**config.mk**
```make
export PLATFORM = sky130hd
export DESIGN_NAME = ram_arb_2to1_flat
export DESIGN_NICKNAME = d
export VERILOG_FILES = /design/src/rtl/ram_arb_2to1_if.sv /design/src/rtl/ram_arb_2to1.sv /design/src/flat_wrapper.sv
export SDC_FILE = /design/constraint.sdc
export NUM_CORES = 1
export LEC_CHECK = 0
export CAP_MARGIN = 40
export CORE_AREA = 2 2 124 126
export DETAILED_ROUTE_END_ITERATION = 8
export DIE_AREA = 0 0 126 128
export MAX_ROUTING_LAYER = met4
export PLACE_DENSITY = 0.56
export SYNTH_ARGS = -nofsm -noshare
export SYNTH_HDL_FRONTEND = slang
export SYNTH_SLANG_ARGS = --single-unit
```
**constraint.sdc**
```tcl
create_clock -name clk_i -period 1.69 [get_ports clk_i]
set_input_delay 0.2535 -clock clk_i [delete_from_list [all_inputs] [get_ports clk_i]]
set_output_delay 0.2535 -clock clk_i [all_outputs]
set_load 0.02 [all_outputs]
```
**src/rtl/ram_arb_2to1_if.sv**
```systemverilog
// Host-side req/gnt/rvalid bus of the RAM arbiter.
// The master modport is the host; the slave modport is the arbiter port.
interface ram_arb_2to1_if;
    logic        req;
    logic        gnt;
    logic        we;
    logic [3:0]  be;
    logic [31:0] addr;
    logic [31:0] wdata;
    logic        rvalid;
    logic        err;
    logic [31:0] rdata;

    modport master (
        output req, we, be, addr, wdata,
        input  gnt, rvalid, err, rdata
    );

    modport slave (
        input  req, we, be, addr, wdata,
        output gnt, rvalid, err, rdata
    );
endinterface

```
**src/rtl/ram_arb_2to1.sv**
```systemverilog
// Two-host round-robin arbiter and sequencer in front of a 1-cycle single-port RAM.
// It can zero-fill the RAM after reset, and it answers out-of-window addresses with an error.
module ram_arb_2to1 #(
    parameter int unsigned Depth        = 16384,
    parameter logic [31:0] BaseAddr     = 32'h0000_0000,
    parameter bit          ClearOnReset = 1'b1
) (
    input  logic               clk_i,
    input  logic               rst_ni,
    ram_arb_2to1_if.slave      h0,
    ram_arb_2to1_if.slave      h1,
    output logic               ram_req_o,
    output logic               ram_we_o,
    output logic [3:0]         ram_be_o,
    output logic [31:0]        ram_addr_o,
    output logic [31:0]        ram_wdata_o,
    input  logic               ram_rvalid_i,
    input  logic [31:0]        ram_rdata_i,
    output logic               init_done_o
);

    localparam int unsigned CntW  = (Depth > 1) ? $clog2(Depth) : 1;
    localparam logic [32:0] WinLo = {1'b0, BaseAddr};
    localparam logic [32:0] WinHi = WinLo + 33'(Depth) * 33'd4;

    typedef enum logic {
        S_INIT = 1'b0,
        S_RUN  = 1'b1
    } state_e;

    state_e          r_state;
    logic [CntW-1:0] r_clr_cnt;
    logic            r_last;
    logic            r_resp_valid;
    logic            r_owner;
    logic            r_err;
    logic            r_we;

    logic            w_run;
    logic            w_init;
    logic            w_in0;
    logic            w_in1;
    logic            w_gnt0;
    logic            w_gnt1;
    logic            w_any;
    logic            w_in_range;
    logic            w_sel_we;
    logic [3:0]      w_sel_be;
    logic [31:0]     w_sel_addr;
    logic [31:0]     w_sel_wdata;
    logic            w_rvalid;
    logic            w_rdata_ok;

    // Reset gates every output, so nothing leaks out while rst_ni is low in either mode.
    assign w_run  = rst_ni && (r_state == S_RUN);
    assign w_init = rst_ni && (r_state == S_INIT);

    // 33-bit window compare so that BaseAddr + 4*Depth cannot wrap.
    assign w_in0 = ({1'b0, h0.addr} >= WinLo) && ({1'b0, h0.addr} < WinHi);
    assign w_in1 = ({1'b0, h1.addr} >= WinLo) && ({1'b0, h1.addr} < WinHi);

    // Round-robin: under contention the host that was not granted last wins.
    assign w_gnt0 = w_run && h0.req && (!h1.req || r_last);
    assign w_gnt1 = w_run && h1.req && (!h0.req || !r_last);
    assign w_any  = w_gnt0 || w_gnt1;

    assign w_in_range  = w_gnt1 ? w_in1    : w_in0;
    assign w_sel_we    = w_gnt1 ? h1.we    : h0.we;
    assign w_sel_be    = w_gnt1 ? h1.be    : h0.be;
    assign w_sel_addr  = w_gnt1 ? h1.addr  : h0.addr;
    assign w_sel_wdata = w_gnt1 ? h1.wdata : h0.wdata;

    assign h0.gnt      = w_gnt0;
    assign h1.gnt      = w_gnt1;
    assign init_done_o = w_run;

    // RAM command: the clear sweep during INIT, otherwise the in-window winner.
    always_comb begin
        ram_req_o   = 1'b0;
        ram_we_o    = 1'b0;
        ram_be_o    = 4'h0;
        ram_addr_o  = 32'h0;
        ram_wdata_o = 32'h0;
        if (w_init) begin
            ram_req_o  = 1'b1;
            ram_we_o   = 1'b1;
            ram_be_o   = 4'hF;
            ram_addr_o = 32'({r_clr_cnt, 2'b00});
        end else if (w_any && w_in_range) begin
            ram_req_o   = 1'b1;
            ram_we_o    = w_sel_we;
            ram_be_o    = w_sel_be;
            ram_addr_o  = w_sel_addr - BaseAddr;
            ram_wdata_o = w_sel_wdata;
        end
    end

    // Route the single outstanding response to its owner; errors need no RAM beat.
    assign w_rvalid   = r_resp_valid && (r_err || ram_rvalid_i);
    assign w_rdata_ok = w_rvalid && !r_err && !r_we;

    assign h0.rvalid = w_rvalid && !r_owner;
    assign h1.rvalid = w_rvalid &&  r_owner;
    assign h0.err    = r_resp_valid && r_err && !r_owner;
    assign h1.err    = r_resp_valid && r_err &&  r_owner;
    assign h0.rdata  = (w_rdata_ok && !r_owner) ? ram_rdata_i : 32'h0;
    assign h1.rdata  = (w_rdata_ok &&  r_owner) ? ram_rdata_i : 32'h0;

    // Sequencer state, clear counter, fairness pointer and response tracking.
    always_ff @(posedge clk_i or negedge rst_ni) begin
        if (!rst_ni) begin
            if (ClearOnReset) begin
                r_state <= S_INIT;
            end else begin
                r_state <= S_RUN;
            end
            r_clr_cnt    <= '0;
            r_last       <= 1'b1;
            r_resp_valid <= 1'b0;
            r_owner      <= 1'b0;
            r_err        <= 1'b0;
            r_we         <= 1'b0;
        end else begin
            if (r_state == S_INIT) begin
                r_clr_cnt <= r_clr_cnt + CntW'(1);
                if (r_clr_cnt == CntW'(Depth - 1)) begin
                    r_state <= S_RUN;
                end
            end
            r_resp_valid <= w_any;
            if (w_any) begin
                r_owner <= w_gnt1;
                r_err   <= !w_in_range;
                r_we    <= w_sel_we;
                r_last  <= w_gnt1;
            end
        end
    end

endmodule
```
**src/flat_wrapper.sv**
```systemverilog
// flat-port wrapper written by rule: the top's interface ports become plain ports
module ram_arb_2to1_flat 
#(
    parameter int unsigned Depth        = 16384,
    parameter logic [31:0] BaseAddr     = 32'h0000_0000,
    parameter bit          ClearOnReset = 1'b1
)
  (clk_i, rst_ni, ram_req_o, ram_we_o, ram_be_o, ram_addr_o, ram_wdata_o, ram_rvalid_i, ram_rdata_i, init_done_o, h0_req, h0_we, h0_be, h0_addr, h0_wdata, h0_gnt, h0_rvalid, h0_err, h0_rdata, h1_req, h1_we, h1_be, h1_addr, h1_wdata, h1_gnt, h1_rvalid, h1_err, h1_rdata);
  ram_arb_2to1_if h0_i ();
  ram_arb_2to1_if h1_i ();
  input  logic clk_i;
  input  logic rst_ni;
  output logic ram_req_o;
  output logic ram_we_o;
  output logic [3:0] ram_be_o;
  output logic [31:0] ram_addr_o;
  output logic [31:0] ram_wdata_o;
  input  logic ram_rvalid_i;
  input  logic [31:0] ram_rdata_i;
  output logic init_done_o;
  input wire logic [$bits(h0_i.req)-1:0] h0_req;
  input wire logic [$bits(h0_i.we)-1:0] h0_we;
  input wire logic [$bits(h0_i.be)-1:0] h0_be;
  input wire logic [$bits(h0_i.addr)-1:0] h0_addr;
  input wire logic [$bits(h0_i.wdata)-1:0] h0_wdata;
  output wire logic [$bits(h0_i.gnt)-1:0] h0_gnt;
  output wire logic [$bits(h0_i.rvalid)-1:0] h0_rvalid;
  output wire logic [$bits(h0_i.err)-1:0] h0_err;
  output wire logic [$bits(h0_i.rdata)-1:0] h0_rdata;
  input wire logic [$bits(h1_i.req)-1:0] h1_req;
  input wire logic [$bits(h1_i.we)-1:0] h1_we;
  input wire logic [$bits(h1_i.be)-1:0] h1_be;
  input wire logic [$bits(h1_i.addr)-1:0] h1_addr;
  input wire logic [$bits(h1_i.wdata)-1:0] h1_wdata;
  output wire logic [$bits(h1_i.gnt)-1:0] h1_gnt;
  output wire logic [$bits(h1_i.rvalid)-1:0] h1_rvalid;
  output wire logic [$bits(h1_i.err)-1:0] h1_err;
  output wire logic [$bits(h1_i.rdata)-1:0] h1_rdata;
  assign h0_i.req = h0_req;
  assign h0_i.we = h0_we;
  assign h0_i.be = h0_be;
  assign h0_i.addr = h0_addr;
  assign h0_i.wdata = h0_wdata;
  assign h0_gnt = h0_i.gnt;
  assign h0_rvalid = h0_i.rvalid;
  assign h0_err = h0_i.err;
  assign h0_rdata = h0_i.rdata;
  assign h1_i.req = h1_req;
  assign h1_i.we = h1_we;
  assign h1_i.be = h1_be;
  assign h1_i.addr = h1_addr;
  assign h1_i.wdata = h1_wdata;
  assign h1_gnt = h1_i.gnt;
  assign h1_rvalid = h1_i.rvalid;
  assign h1_err = h1_i.err;
  assign h1_rdata = h1_i.rdata;
  ram_arb_2to1 #(.Depth(Depth), .BaseAddr(BaseAddr), .ClearOnReset(ClearOnReset)) u_core (.clk_i(clk_i), .rst_ni(rst_ni), .h0(h0_i), .h1(h1_i), .ram_req_o(ram_req_o), .ram_we_o(ram_we_o), .ram_be_o(ram_be_o), .ram_addr_o(ram_addr_o), .ram_wdata_o(ram_wdata_o), .ram_rvalid_i(ram_rvalid_i), .ram_rdata_i(ram_rdata_i), .init_done_o(init_done_o));
endmodule
```
======== Word-level counts from Yosys, hierarchy flattened ========
Index checks and enable logic that the tools add are counted.
storage, ports and cells
  bits in registers ....................... 20
  word-level logic and storage cells ...... 59
operators by class
  multiplexer cells ....................... 19
  equality and inequality tests ........... 1
  bitwise gates (word level) .............. 1
  $add $sub $neg .......................... 1
  reductions and logical operators ........ 28
  order comparisons ....................... 2
operators with widths
  kind                                                          count
  2-to-1 mux 32 bit                                             8
  less-than comparator 32 x 17 -> 1 bit, second input constant  2
  logical AND 1 bit                                             17
  adder 14 x 1 -> 14 bit, second input constant                 1
  equality test 14 bit, second input constant                   1
  2-to-1 mux 4 bit                                              3
  2-to-1 mux 1 bit                                              8
  zero test 1 bit                                               7
  logical OR 1 bit                                              4
  inverter 1 bit                                                1

======== Longest topological paths before layout ========
  word-level depth ........................ 7
  gate-level depth with buffers ........... 8

======== Worst setup path before layout ========
Ideal clock, no wire load.
  kind .................................... reg-to-output
  from .................................... register u_core.r_state
  to ...................................... output port ram_be_o[2]
  stages on the path, launching flop included .. 8
  buffers on the path ..................... 3
  arrival time ............................ 1.595 ns
  setup slack ............................. -0.159 ns
  cell sequence ........................... dfrtp_1 > buf_6 > and2_4 > nand3_2 > buf_6 > buf_8 > mux2i_1 > o21ai_0
on the way
  word-level cells in the longest chain between the ends .. 7
ends and longest elaborated chain
  item                                                         line                                    text
  from (decl)                                                  ram_arb_2to1.sv:31                      state_e r_state;
  from (signal assigned)                                       ram_arb_2to1.sv:113                     r_state <= S_INIT;
  from (signal assigned)                                       ram_arb_2to1.sv:115                     r_state <= S_RUN;
  from (signal assigned)                                       ram_arb_2to1.sv:127                     r_state <= S_RUN;
  logical AND 1 bit *                                          ram_arb_2to1.sv:55                      assign w_run = rst_ni && (r_state == S_RUN);
  via init_done_o                                              flat_wrapper.sv:20                      output logic init_done_o;
  logical AND 1 bit, on equally long branches (2 in a row)     ram_arb_2to1.sv:64, ram_arb_2to1.sv:63
  2-to-1 mux 1 bit / logical OR 1 bit (equally long branches)  ram_arb_2to1.sv:67, ram_arb_2to1.sv:65
  logical AND 1 bit                                            ram_arb_2to1.sv:89                      end else if (w_any && w_in_range) begin
  2-to-1 mux 4 bit *                                           ram_arb_2to1.sv:89
  2-to-1 mux 4 bit *                                           ram_arb_2to1.sv:84                      if (w_init) begin
  to (decl)                                                    flat_wrapper.sv:15                      output logic [3:0] ram_be_o;
Mark *: on every way through the listed nets, which the timed path passes. The rest lies on a longest branch.

======== Final worst setup path ========
  from .................................... input port h0_addr[24]
  to ...................................... output port ram_wdata_o[7]
on the way
  word-level cells in the longest chain between the ends .. 5
ends and longest elaborated chain
  item                                   line                text
  from (decl)                            flat_wrapper.sv:24  input wire logic [$bits(h0_i.addr)-1:0] h0_addr;
  less-than comparator 32 x 17 -> 1 bit  ram_arb_2to1.sv:59  assign w_in0 = ({1'b0, h0.addr} >= WinLo) && ({1'b0, h0.addr} < WinHi);
  2-to-1 mux 1 bit                       ram_arb_2to1.sv:67  assign w_in_range = w_gnt1 ? w_in1 : w_in0;
  logical AND 1 bit                      ram_arb_2to1.sv:89
  2-to-1 mux 32 bit                      ram_arb_2to1.sv:89
  2-to-1 mux 32 bit                      ram_arb_2to1.sv:84
  to (decl)                              flat_wrapper.sv:17  output logic [31:0] ram_wdata_o;
Every way passes these cells.

==> metrics.md <==
| Metric | Value |
|---|---|
| Status | finished with violations |
| Violated checks | negative setup slack |
| Crit-path max FO | 7 |
| Final WL | 15700 um |
| Number of max-cap violations | 0 |
| Worst Setup SP | h0_addr[24] |
| Setup Viol. Count Final | 109 |
| First-pass GRT wire length | 21200 um |
| Synth top area share | 0.191 |
| Multiplexer share of the synthesized area | 0.0851 |
| DP HPWL | 10900 um |
| Area Growth Syn to Fin | 210% |
| Buffers on Ports | 299 |
| Worst-path clk slew | 50 ps |
| CTS H-Tree Depth | 1 |
| Main combinational cell family by area after synthesis | simple AND/OR/NAND/NOR gates |
| CP Capture Point | ram_wdata_o[7] |
| Core area | 14900 um2 |
| EDFF count, synth | 0 |
| Worst EP required | 1440 ps |
| Finished Cell Area | 7710 um2 |
| Gpl congestion | 0.823 |
| Clock period minus worst slack | 2180 ps |
| Initial Util | 0.167 |
| Synth Area in XOR/XNOR | 0.0458 |
| Nets | 890 |
| Total track usage | 0.169 |
| Slowest cell on the critical path | and4_4 |
| Fillers | 1334 |
| Leak Pwr | 0.00336 uW |
| Crit path DAT | 1930 ps |
| Class of the worst hold path | primary input to asynchronous set/reset pin |
| Synthesized instance count | 357 |
| CTS tree | built |
| DRC Markers | 0 |
| Cell taking the most area after synthesis | dfrtp_1 |
| FF-to-FF End | u_core.r_err |
| Seq/Total Area, Yosys | 0.202 |
| Crit path kind | primary input to output port |
| Worst vdd ir | 0.424 mV |
| Register-to-register setup slack | 120 ps |
| Finished Layout Cells | 902 |
| Max Slew Vio Count | 0 |
| Most frequent cells after synthesis | nand2_1 (92), and2_1 (64), a21oi_1 (34), mux2i_1 (20), dfrtp_1 (19) |
| FF-to-FF Start | u_core.r_last |
| Total CTS buffers | 3 |
| Crit start category | primary input |
| Die height | 128 um |
| RSZ-0062 raised after global routing | true |
| R2R cell count | 8 |
| CP delay by family, top | buffers and inverters |
| Worst Skew | 1.10 ps |
| Critical path depth | 9 |
| Mapped cell area | 2490 um2 |
| Unique masters post-synth | 37 |
| CTS max path bufs | 2 |
| DR WL/cell | 17.4 um |
| Initial antenna violation count | 1 |
| F_max | 0.458 GHz |
| Most numerous cell in the Yosys netlist | nand2_1 |
| Vias in the first global route | 3890 |
| Vias per cell | 4.29 |
| Fin worst setup slack | -492 ps |
| Clock root buffer | clkbuf_16 |
| Clk_lat worst skew | 250 ps |
| Final core occ | 0.519 |
| Hold violation count in the final report | 0 |
| Die width | 126 um |
| Crit path largest cell delay | 310 ps |
| Crit end category | output port |
| Gr ovfl total | 0 |
| Main synth FF type | dfrtp_1 |
| Io pins | 316 |
| Fin crit share | 1.29 |
| Synth warn | 0 |
| Top cells by area, synth | dfrtp_1 (19%), and2_1 (16%), nand2_1 (14%) |
| Synth Area in Compound Gates | 0.134 |
| Flops & latches, synth | 20 |
| Via Count | 3868 |
| Syn Area/Cell | 6.96 um2 |
| Clock tree sinks | 20 |
| Inst Count DP | 851 |
| Die area | 16100 um2 |
| DP Area | 6070 um2 |
| Asr flop ratio synth | 1.00 |
| PD cells | 211 nW/um2 |
| 1st-iter DRT viols | 90 |
| DRT Pass-1 Iters | 4 |
| Layout cells sized above 1 | 0.534 |
| Pin count of the biggest net entering global routing | 23 |
| Adder-Cell Fraction of Synth Area | 0.00503 |
| Final ANT Viol Nets | 0 |
| Rows | 45 |
| Post-Synth Simple-Gate Area | 0.396 |
| WP buf/inv | 5 |
| Worst-path cell chain | dlygate4sd2_1 -> nor4_2 -> and4_4 -> a22oi_4 -> buf_12 -> buf_8 -> buf_16 -> a21oi_4 -> buf_6 |
==> metrics by stage <==
| step | power (uW) | TNS [ps] | setup slack (ps) | hold WS (ps) |
|---|---|---|---|---|
| after floorplan | 630 | -873 | -110 | -42.1 |
| after global placement | 1070 | -84240 | -1020 | 462 |
| after detailed placement | 1070 | -85950 | -1020 | 468 |
| after CTS | 1590 | -32000 | -466 | 171 |
| after global routing | 1710 | -33970 | -515 | 194 |
| final | 1630 | -27860 | -492 | 162 |
==> cell families after synthesis <==
family                   after synthesis
flip-flops                            20
XOR/XNOR                              13
AO/OA/AOI/OAI                         58
AND/OR/NAND/NOR                      198
other                                  1
buffers and inverters                 45
multiplexers                          21
adder cells (fa/ha/maj)                1
==> where the power goes <==
part           switching [uW]  total, uW  leakage, uW  internal [uW]
sequential                  0        479     0.000261            479
combinational             248        662      0.00306            414
clock                     166        486    0.0000382            321
total                     414       1630      0.00336           1210
==> registers in the layout (all words and copies together) (netlist names) <==
signal and count:
u_core.r_clr_cnt 14, u_core.r_err 1, u_core.r_last 1, u_core.r_owner 1
u_core.r_resp_valid 1, u_core.r_state 1, u_core.r_we 1
==> layout by cell type (no fill, tap or decap), types with 10 or more instances in the layout <==
cell type / count
clkdlybuf4s50_1: 140
mux2i_4: 11
xnor2_1: 12
nand2_2: 18
a21oi_4: 29
dlygate4sd2_1: 32
conb_1: 16
buf_12: 11
nand2_1: 65
nor2_1: 10
buf_6: 132
dfrtp_1: 19
and2_4: 61
buf_8: 13
buf_4: 31
==> worst min path at each step <==
stage | from | end | cells after the start
after CTS | rst_ni | u_core.r_we | 2
after global routing | rst_ni | u_core.r_owner | 2
after floorplan | rst_ni | u_core.r_clr_cnt[0] | 0
after global placement | u_core.r_clr_cnt[10] | u_core.r_clr_cnt[10] | 1
after detailed placement | u_core.r_last | u_core.r_last | 2
final | rst_ni | u_core.r_owner | 2
==> metal layers <==
| layer | GRT usage | vias to the layer above | part of all wire |
|---|---|---|---|
| met5 | - | - | 0 |
| met1 | 0.191 | 1814 | 0.37 |
| met3 | 0.0284 | 16 | 0.059 |
| li1 | - | 1860 | - |
| met4 | 0.0103 | 0 | 0.012 |
| met2 | 0.326 | 178 | 0.56 |
==> repair_timing <==
action / 4_1_cts / 5_1_grt
setup buffers: 23 / 13
gates resized for setup: 682 / 322
hold buffers: 0 / 0
cloned: 12 / 7
pin swaps: 21 / 51
endpoints found under the setup margin: 125 / 125
==> cell type report <==
class / instances / area, um2 / share of cell area
repair buffers: 377 / 4180 / 0.542
diodes: 1 / 2.50 / 0.000324
inverters: 5 / 23.8 / 0.00308
multi-input cells: 307 / 2690 / 0.349
flip-flops and latches: 20 / 502 / 0.0650
clock buffers: 4 / 78.8 / 0.0102
well taps: 188 / 235 / 0.0305
Note: power is estimated with default switching activity, not from simulation.
